<file path="config.mk">
export PLATFORM = sky130hd
export DESIGN_NAME = hazard_forward_unit
export DESIGN_NICKNAME = d
export VERILOG_FILES = /design/src/rtl/riscv_pkg.sv /design/src/rtl/hazard_forward_unit_fwd_sel.sv /design/src/rtl/hazard_forward_unit.sv
export SDC_FILE = /design/constraint.sdc
export NUM_CORES = 1
export LEC_CHECK = 0
export ABC_AREA = 1
export ABC_CLOCK_PERIOD_IN_PS = 2300
export CORE_ASPECT_RATIO = 1.1
export CORE_UTILIZATION = 43
export DETAILED_ROUTE_END_ITERATION = 10
export PLACE_DENSITY = 0.95
export SYNTH_ARGS = -nofsm -noshare
export SYNTH_HDL_FRONTEND = slang
export SYNTH_SLANG_ARGS = --single-unit
export TNS_END_PERCENT = 20
</file>
<file path="constraint.sdc">
create_clock -name clk -period 2.3 [get_ports clk]
set_input_delay 0.46 -clock clk [delete_from_list [all_inputs] [get_ports clk]]
set_output_delay 0.46 -clock clk [all_outputs]
set_load 0.05 [all_outputs]
</file>
<file path="src/rtl/riscv_pkg.sv">
// Shared encodings for the 5-stage RISC-V core: forward selects, result sources, register index width.
package riscv_pkg;

    localparam int unsigned REG_AW = 5;

    // Operand-forward select encodings (11 is never produced)
    localparam logic [1:0] FWD_RF  = 2'b00;
    localparam logic [1:0] FWD_WB  = 2'b01;
    localparam logic [1:0] FWD_MEM = 2'b10;

    // Result-source encodings carried with the instruction
    localparam logic [1:0] RESULT_ALU  = 2'b00;
    localparam logic [1:0] RESULT_LOAD = 2'b01;
    localparam logic [1:0] RESULT_PC4  = 2'b10;

endpackage

</file>
<file path="src/rtl/hazard_forward_unit_fwd_sel.sv">
// Forward select for one ALU operand: the M-stage producer beats the W-stage one, x0 is never forwarded.
module fwd_sel #(
    parameter int unsigned AW = riscv_pkg::REG_AW
) (
    input  logic [AW-1:0] i_rs_e,
    input  logic [AW-1:0] i_rd_m,
    input  logic          i_wr_m,
    input  logic [AW-1:0] i_rd_w,
    input  logic          i_wr_w,
    output logic [1:0]    o_sel_c
);
    import riscv_pkg::*;

    // Priority select: M result, then W result, else register file
    always_comb begin
        o_sel_c = FWD_RF;
        if (i_wr_m && (i_rd_m != '0) && (i_rd_m == i_rs_e)) begin
            o_sel_c = FWD_MEM;
        end else if (i_wr_w && (i_rd_w != '0) && (i_rd_w == i_rs_e)) begin
            o_sel_c = FWD_WB;
        end
    end

endmodule

</file>
<file path="src/rtl/hazard_forward_unit.sv">
// Hazard and forwarding control for the 5-stage core: shadows rd/regwrite/load for E, M, W,
// drives the operand forward selects and the stall/flush controls.
// Optional perf counters are built when HAZARD_PERF_EN is defined; otherwise tied to 0.
module hazard_forward_unit #(
    parameter int unsigned REG_AW = riscv_pkg::REG_AW,
    parameter int unsigned CNT_W  = 32
) (
    input  logic              clk,
    input  logic              rst_n,
    input  logic              valid_d,
    input  logic [REG_AW-1:0] rs1_d,
    input  logic [REG_AW-1:0] rs2_d,
    input  logic [REG_AW-1:0] rd_d,
    input  logic              regwrite_d,
    input  logic [1:0]        resultsrc_d,
    input  logic              pcsrc_e,
    output logic [1:0]        forward_a_e,
    output logic [1:0]        forward_b_e,
    output logic              stall_f,
    output logic              stall_d,
    output logic              flush_d,
    output logic              flush_e,
    output logic [CNT_W-1:0]  stall_cnt,
    output logic [CNT_W-1:0]  flush_cnt
);
    import riscv_pkg::*;

    // E stage shadow
    logic [REG_AW-1:0] r_rs1_e;
    logic [REG_AW-1:0] r_rs2_e;
    logic [REG_AW-1:0] r_rd_e;
    logic              r_wr_e;
    logic              r_ld_e;
    // M and W stage shadows
    logic [REG_AW-1:0] r_rd_m;
    logic              r_wr_m;
    logic [REG_AW-1:0] r_rd_w;
    logic              r_wr_w;

    logic w_pcsrc;
    logic w_lwstall;
    logic w_stall;
    logic w_bubble_e;

    // Branch redirect is masked while in reset so every control output reads 0
    assign w_pcsrc = pcsrc_e & rst_n;

    // Load in E whose destination feeds the real instruction waiting in D
    assign w_lwstall = r_ld_e && (r_rd_e != '0) && valid_d &&
                       ((r_rd_e == rs1_d) || (r_rd_e == rs2_d));

    // A taken branch squashes the dependent instruction, so it overrides the stall
    assign w_stall    = w_lwstall & ~w_pcsrc;
    assign w_bubble_e = w_lwstall | w_pcsrc;

    assign stall_f = w_stall;
    assign stall_d = w_stall;
    assign flush_d = w_pcsrc;
    assign flush_e = w_bubble_e;

    // Shadow pipeline: W<=M, M<=E, E<=D or a bubble on flush/stall
    always_ff @(posedge clk or negedge rst_n) begin
        if (!rst_n) begin
            r_rs1_e <= '0;
            r_rs2_e <= '0;
            r_rd_e  <= '0;
            r_wr_e  <= 1'b0;
            r_ld_e  <= 1'b0;
            r_rd_m  <= '0;
            r_wr_m  <= 1'b0;
            r_rd_w  <= '0;
            r_wr_w  <= 1'b0;
        end else begin
            r_rd_w <= r_rd_m;
            r_wr_w <= r_wr_m;
            r_rd_m <= r_rd_e;
            r_wr_m <= r_wr_e;
            if (w_bubble_e) begin
                r_rs1_e <= '0;
                r_rs2_e <= '0;
                r_rd_e  <= '0;
                r_wr_e  <= 1'b0;
                r_ld_e  <= 1'b0;
            end else begin
                r_rs1_e <= rs1_d;
                r_rs2_e <= rs2_d;
                r_rd_e  <= rd_d;
                r_wr_e  <= regwrite_d & valid_d;
                r_ld_e  <= (resultsrc_d == RESULT_LOAD);
            end
        end
    end

    fwd_sel #(.AW(REG_AW)) u_fwd_a (
        .i_rs_e  (r_rs1_e),
        .i_rd_m  (r_rd_m),
        .i_wr_m  (r_wr_m),
        .i_rd_w  (r_rd_w),
        .i_wr_w  (r_wr_w),
        .o_sel_c (forward_a_e)
    );

    fwd_sel #(.AW(REG_AW)) u_fwd_b (
        .i_rs_e  (r_rs2_e),
        .i_rd_m  (r_rd_m),
        .i_wr_m  (r_wr_m),
        .i_rd_w  (r_rd_w),
        .i_wr_w  (r_wr_w),
        .o_sel_c (forward_b_e)
    );

`ifdef HAZARD_PERF_EN
    logic [CNT_W-1:0] r_stall_cnt;
    logic [CNT_W-1:0] r_flush_cnt;

    // Count effective load-use stall cycles and taken-branch flush cycles (wrapping)
    always_ff @(posedge clk or negedge rst_n) begin
        if (!rst_n) begin
            r_stall_cnt <= '0;
            r_flush_cnt <= '0;
        end else begin
            if (w_stall) begin
                r_stall_cnt <= r_stall_cnt + CNT_W'(1);
            end
            if (w_pcsrc) begin
                r_flush_cnt <= r_flush_cnt + CNT_W'(1);
            end
        end
    end

    assign stall_cnt = r_stall_cnt;
    assign flush_cnt = r_flush_cnt;
`else
    assign stall_cnt = '0;
    assign flush_cnt = '0;
`endif

endmodule

</file>
Word-level counts from Yosys, hierarchy flattened --
Index checks and enable logic that the tools add are counted.
Storage, ports and cells: flip-flop bits (word level) 29, bits of input ports 22, output and inout port bits 72
Cells by class: equal/unequal tests 7, bitwise logic cells 5, multiplexer cells 9, reduce and logical (&&, ||, !) cells 13
Operators with widths (count):
- $eq 5x5->1 | 6
- $mux 5 | 3
- $reduce_bool 5->1 | 3
- $logic_and 1x1->1 | 9
- $mux 1 | 4
- $mux 2 | 2
- $and 1x1->1 | 3
- $eq 2x1->1 const B | 1
- $logic_or 1x1->1 | 1
- $not 1->1 | 1
- $or 1x1->1 | 1

Longest topological paths before layout --
word-level depth 6, mapped depth 10, gate-level depth less buffers 9

By module --
Synthesis repeated with hierarchy kept, for this count alone.
Second synthesis, totals: cell total of the unflattened synthesis 279, area total of the unflattened synthesis 2025.7 um^2
Modules (own cells, without submodules):
- hazard_forward_unit | area an instance 1597.8 um^2, cells an instance 179, instances 1, sequential area each 725.7 um^2
- fwd_sel | area an instance 214.0 um^2, cells an instance 50, instances 2, sequential area each 0.0 um^2

Least setup slack after synthesis --
Ideal clock, no wire load.
path type flip-flop to output port, start register r_rd_m[0], end output port forward_a_e[0], data arrival time 2.322 ns, cell stages (with the launch flop) 5, slack -0.482 ns, cells stage by stage dfrtp_1 > xnor2_1 > nand4_1 > nor3_1 > nor2_1
Between the ends: longest elaborated chain between the ends 4, elaborated cells on any way between the ends 5, classes of those cells eq/ne (1); mux (1); reduce/logical (3)
RTL lines:
- from (decl) | RTL line hazard_forward_unit.sv:35 | logic [REG_AW-1:0] r_rd_m;
- from (signal assigned) | RTL line hazard_forward_unit.sv:76 | r_rd_m <= r_rd_e;
- $reduce_bool 5->1 | RTL line hazard_forward_unit_fwd_sel.sv:17 | if (i_wr_m && (i_rd_m != '0) && (i_rd_m == i_rs_e)) begin
- $logic_and 1x1->1 | RTL line hazard_forward_unit_fwd_sel.sv:17
- $logic_and 1x1->1 * | RTL line hazard_forward_unit_fwd_sel.sv:17
- $mux 2 * | RTL line hazard_forward_unit_fwd_sel.sv:17
- to (decl) | RTL line hazard_forward_unit.sv:17 | output logic [1:0] forward_a_e,
Mark *: on every way between the ends. The rest lies on a longest branch, timed or not.

Final worst setup path --
start input port rs2_d[4], end output port stall_f
Between the ends: longest elaborated chain between the ends 4
RTL lines:
- from (decl) | RTL line hazard_forward_unit.sv:12 | input logic [REG_AW-1:0] rs2_d,
- $eq 5x5->1 | RTL line hazard_forward_unit.sv:50 | ((r_rd_e == rs1_d) || (r_rd_e == rs2_d));
- $logic_or 1x1->1 | RTL line hazard_forward_unit.sv:50
- $logic_and 1x1->1 | RTL line hazard_forward_unit.sv:49 | assign w_lwstall = r_ld_e && (r_rd_e != '0) && valid_d &&
- $and 1x1->1 | RTL line hazard_forward_unit.sv:53 | assign w_stall = w_lwstall & ~w_pcsrc;
- to (decl) | RTL line hazard_forward_unit.sv:19 | output logic stall_f,
No other way between the ends.

==> impl_metrics.json <==
{
  "dr.pass1.iters": 4,
  "finalClockSkew_ps": 3.13,
  "place_area_um2": 2040,
  "p_per_area_nw_per_um2": 654,
  "critPathMaxFanout": 2,
  "syn_inst": 217,
  "status": "finished, final reports clean",
  "tritoncts": "done",
  "min_path_type": "reg2reg",
  "place_congestion": 0.878,
  "vdd_drop_max_mv": 0.386,
  "cp-end-kind": "output pin",
  "antenna_found_initial": 0,
  "async_reset_ff_share_pct": 100,
  "rows": 24,
  "rsz0062_at_grt": "false",
  "path_class": "in2out",
  "clock_latency_ps": 280,
  "worst_r2r_path_depth": 10,
  "clk_pin_slew_ps": 60,
  "track_usage_pct": 13.9,
  "cts-root-buf": "clkbuf_8",
  "cap_violations": 0,
  "die_area_um2": 4520,
  "drtIter0Drc": 30,
  "grt_max_degree": 30,
  "dp_hpwl_um": 2270,
  "start_util_pct": 45.5,
  "cts_buffers": 5,
  "required_ps": 1840,
  "hold_viol": 0,
  "overflow": 0,
  "ys_warn_count": 0,
  "wl_met1_um": 977,
  "num-fill-cells": 366,
  "setup_violations": 0,
  "fin_crit_ps": 2200,
  "final_layout_size_suffix_gt1_share_pct": 9.38,
  "nNetsFinal": 277,
  "yosys.area.top_type_share_pct": 39.7,
  "htreeDepth": 2,
  "timing.hold.ws_ps": 363,
  "viasPerCell": 4.03,
  "ys_seq_area_share_pct": 39.7,
  "top_layer": "met4",
  "clkSinkCount": 29,
  "route.met3.wl_um": 200,
  "synthTopCellsByArea": "dfrtp_1 (40%), buf_4 (27%), xnor2_1 (6.7%)",
  "multiInputGateArea_um2": 751,
  "io_buffers": 29,
  "synthToLayoutAreaGrowth_pct": 16.1,
  "p_leak_nw": 1.17,
  "synth-edff-count": 0,
  "yosysTopAreaCell": "dfrtp_1",
  "ys_top_cells_by_count": "buf_4 (65), dfrtp_1 (29), nor2_1 (29)",
  "clk_path_buf_depth": 2,
  "ctsHoldBuffers": 0,
  "met2_length_um": 1600,
  "synth-seq-cells": 29,
  "whs_path_depth": 0,
  "synth_area_per_cell_um2": 8.43,
  "route.vias.total": 1242,
  "post_cts_buffers": 0,
  "ys_types": 16,
  "timing.fmax_ghz": 0.454,
  "synthFlopType": "dfrtp_1",
  "die-height_um": 70.4,
  "register_area_um2": 726,
  "io_pins": 94,
  "yosys.cell_count.top_type": "buf_4",
  "syn-cell-area_um2": 1830,
  "die_width_um": 64.2,
  "drc": 0,
  "post-route-period-util_pct": 95.7,
  "finalSetupTns_ps": 0,
  "worstPathArrival_ps": 1740,
  "grt_pass1_wl_um": 4710,
  "grt_pass1_vias": 1183,
  "worstSetupStartpointType": "primary input",
  "routed_wl_um": 2910,
  "ant_nets": 0,
  "wl_per_cell_um": 9.44,
  "final_area_um2": 2120,
  "core_area_um2": 4020,
  "finalMaxSlewViolations": 0,
  "diodes": 0
}
-- what timing repair did --
action / 4_1_cts / 5_1_grt
endpoints found under the setup margin: 2 / 2
pin swaps: 6 / 5
gates resized for setup: 6 / 2
-- kinds of logic (layout without fill, tap and decap cells) --
logic type      count (synthesis)  in the layout  share of synthesized area [%]
other cells                     1             64                          0.205
compound gates                  2              2                          0.547
buf+inv                        90             66                           32.2
simple gates                   73             73                           16.8
flops                          29             29                           39.7
xor+xnor                       22             22                           10.5
-- cells in the final DEF (no fill, tap or decap), drive strengths merged, types with 6 or more instances in the layout --
master	instances
dfrtp	29
clkdlybuf4s50	13
nand2	30
conb	64
buf	13
nor2	30
xor2	8
inv	24
xnor2	14
dlygate4sd2	6
-- worst max-delay path, stage by stage --
cell	delay (ps)
clkdlybuf4s50_1	440
xnor2_1	210
nand3_1	100
nand2_1	90
nand2_2	70
nor2_1	90
buf_4	140
buf_12	130
-- per-stage QoR --
| step | instances | setup WS [ps] | utilization (%) | total power (W) |
|---|---|---|---|---|
| after floorplan | 280 | -482 | - | 0.000992 |
| after global placement | 300 | 20.7 | 50.7 | 0.000986 |
| after detailed placement | 300 | -19.2 | 50.7 | 0.000996 |
| after CTS | 308 | 5.61 | 52.6 | 0.00141 |
| after global routing | 308 | 35.8 | 52.8 | 0.00146 |
| final | 308 | 98.3 | 52.8 | 0.00139 |
-- sequential cells by signal, indices dropped and copies added (netlist names) --
| name | cells |
|---|---|
| r_rs2_e | 5 |
| r_ld_e | 1 |
| r_rs1_e | 5 |
| r_wr_w | 1 |
| r_rd_w | 5 |
| r_wr_e | 1 |
| r_rd_e | 5 |
| r_wr_m | 1 |
| r_rd_m | 5 |
-- metal layers --
| layer | GRT usage (%) | vias to the layer above |
|---|---|---|
| met1 | 12.9 | 559 |
| met3 | 4.08 | 14 |
| li1 | - | 593 |
| met5 | 0 | - |
| met2 | 25.7 | 76 |
| met4 | 9.14 | 0 |
-- power breakdown --
group          internal [W]  switching, W
logic             0.0000912      0.000317
registers          0.000543     0.0000338
clock network      0.000208      0.000194
total              0.000843      0.000545
-- cell type report --
cell class / instances / area share, %
multi-input cells: 161 / 35.4
flip-flops and latches: 29 / 34.2
repair buffers: 34 / 19.1
inverters: 24 / 4.24
clock buffers: 5 / 3.24
well taps: 52 / 3.06
clock inverters: 3 / 0.825
-- final timing paths --
check / start / slack, ps / endpoint
min: r_wr_e / 360 / r_wr_m
max reg2reg: r_rd_e[3] / 860 / r_rs2_e[2]
min reg2reg: r_wr_e / 360 / r_wr_m
max: rs2_d[4] / 100 / stall_f
min in group asynchronous: rst_n / 580 / r_rd_e[0]
max in group asynchronous: rst_n / 1460 / r_rd_e[4]
Power figures use the tool's default switching activity.
==> patch, RTL diff (same flow settings) <==
`REG_AW`: 5 -> 4.
--- a/src/rtl/riscv_pkg.sv
+++ b/src/rtl/riscv_pkg.sv
@@ -1,7 +1,7 @@
 // Shared encodings for the 5-stage RISC-V core: forward selects, result sources, register index width.
 package riscv_pkg;
 
-    localparam int unsigned REG_AW = 5;
+    localparam int unsigned REG_AW = 4;
 
     // Operand-forward select encodings (11 is never produced)
     localparam logic [1:0] FWD_RF  = 2'b00;
Interface: changed (resized rd_d, rs1_d and rs2_d); port bits go from 94 to 91. The function was not compared with the original's and may differ.
==> patch against the original RTL <==
The run now ends with design-rule violations left. Design area decreased by 11%. Cell count shrank 10%. Setup slack got worse by 0.025 ns. Sequential cell count down 5. Area after synthesis decreased by 11%. Power decreased by 11%. Fmax decreased by 1.1%. Routed wire length shrank 20%. Largest cell class unchanged. Highest routed layer unchanged.
==> patch: results (changes against the original RTL) <==
| Metric | Value |
|---|---|
| Status | finished with violations |
| Failing checks | design-rule violations |
| Routed WL | 2335 um (-20%) |
| Reg-to-reg endpoint | r_wr_e |
| Number of DRC markers in iteration 0 | 12 (-60%) |
| Post-route insts no fill | 276 (-10%) |
| Residual DRC | 2 (+2) |
| Worst vdd ir | 0.4202 mV (+8.7%) |
| Sw Pwr | 466.4 uW (-14%) |
| Pre-CTS setup slack | 0.02298 ns (+0.04214 ns) |
| Arrival time worst endpoint | 1.77 ns (+0.03 ns) |
| Detail Placement HPWL | 1838 um (-19%) |
| Pin count of the biggest net entering global routing | 25 (-17%) |
| Num CTS Buffers | 3 (-2) |
| Post-synth cell types | 18 (+2) |
| Wl on met1 | 792 um (-19%) |
| Reg2Reg Launch Point | r_rd_e[2] |
| All-Layer GR Usage | 12.18% (-1.7 points) |
| WL met3 | 159 um (-21%) |
| Final nets | 246 (-11%) |
| Vias in the first global route | 961 (-19%) |
| CP startpoint | rs1_d[1] |
| First-pass GRT wire length | 3705 um (-21%) |
| Placed cell count | 272 (-9.3%) |
| H-tree lvl count | 1 (-1) |
| Synth area leaders | dfrtp_1, buf_4, nand2_1, xnor2_1, nor2_1 |
| Top cells by count, synth | buf_4, nand2_1, dfrtp_1 |
| Syn Inst Count | 196 (-9.7%) |
| FFs w/ async S/R, synth | 100.0% (unchanged) |
| Layout Skew | 0.007343 ns (+0.004213 ns) |
| First-pass DRT Iterations | 7 (+3) |
| LEAKAGE | 0.001061 uW (-9.6%) |
| GPL Wtd Cong | 0.7999 (-8.9%) |
| Share of cells above drive strength 1 | 13.27% (+3.9 points) |
| Vias | 1066 (-14%) |
[patch: final cells by class]
| cell class | instances | area, um2 |
|---|---|---|
| clock inverter | 1 | 30.03 |
| clock buffer | 3 | 41.29 |
| multi-input combinational | 151 | 700.7 |
| timing repair buffer | 29 | 380.4 |
| tap | 50 | 62.56 |
| sequential | 24 | 600.6 |
| fill | 307 | 1743 |
| inverter | 18 | 67.56 |
[patch: per-layer routing]
layer  GRT usage [%]  vias to the layer above
li1                -                      511
met5               0                        -
met4           4.545                        0
met1           12.16                      485
met3           2.524                        4
met2           23.76                       66
[patch: kinds of logic after synthesis]
group / Yosys count / share of synthesized area, %
AND/OR/NAND/NOR: 68 / 17.85
flip-flops: 24 / 36.78
buffers and inverters: 84 / 35.25
other: 1 / 0.2297
AO/OA/AOI/OAI: 3 / 1.303
XOR/XNOR: 16 / 8.582
[patch: how the worst max path moves through the flow]
| stage | slack, ns | end | depth (start not counted) |
|---|---|---|---|
| 4_1_cts | 0.0009 | stall_d | 11 |
| 5_1_grt | 0.003 | stall_f | 11 |
| 3_5_place_dp | 0.02 | stall_d | 11 |
| 3_3_place_gp | 0.07 | stall_d | 11 |
| 2_1_floorplan | -0.05 | stall_f | 4 |
| 6_report | 0.07 | stall_f | 11 |
[patch: timing repair]
action,CTS,global route
hold buffers,0,0
setup endpoints to repair,0,3
gates resized for setup,0,12
[patch: power by group through the flow]
stage          Clock, uW  Sequential [uW]  Combinational (uW)
6_report             360              477                 397
3_5_place_dp           0              486                 395
2_1_floorplan          0              480                 411
3_3_place_gp           0              483                 390
4_1_cts              364              477                 397
5_1_grt              382              481                 427
[patch: critical path: stages]
cell and delay, ns:
clkdlybuf4s50_1 0.47, inv_1 0.06, nand2_1 0.06, nand2_1 0.05, nor2_1 0.08, nand2_1 0.05
nand2_1 0.06, nand2_2 0.07, nor2_1 0.12, buf_4 0.14, buf_12 0.13
[patch: per-stage QoR]
step	setup TNS, ns	area (um2)
2_1_floorplan	-0.07987	1874
3_3_place_gp	0	1792
3_5_place_dp	0	1792
4_1_cts	0	1863
5_1_grt	0	1883
6_report	0	1883
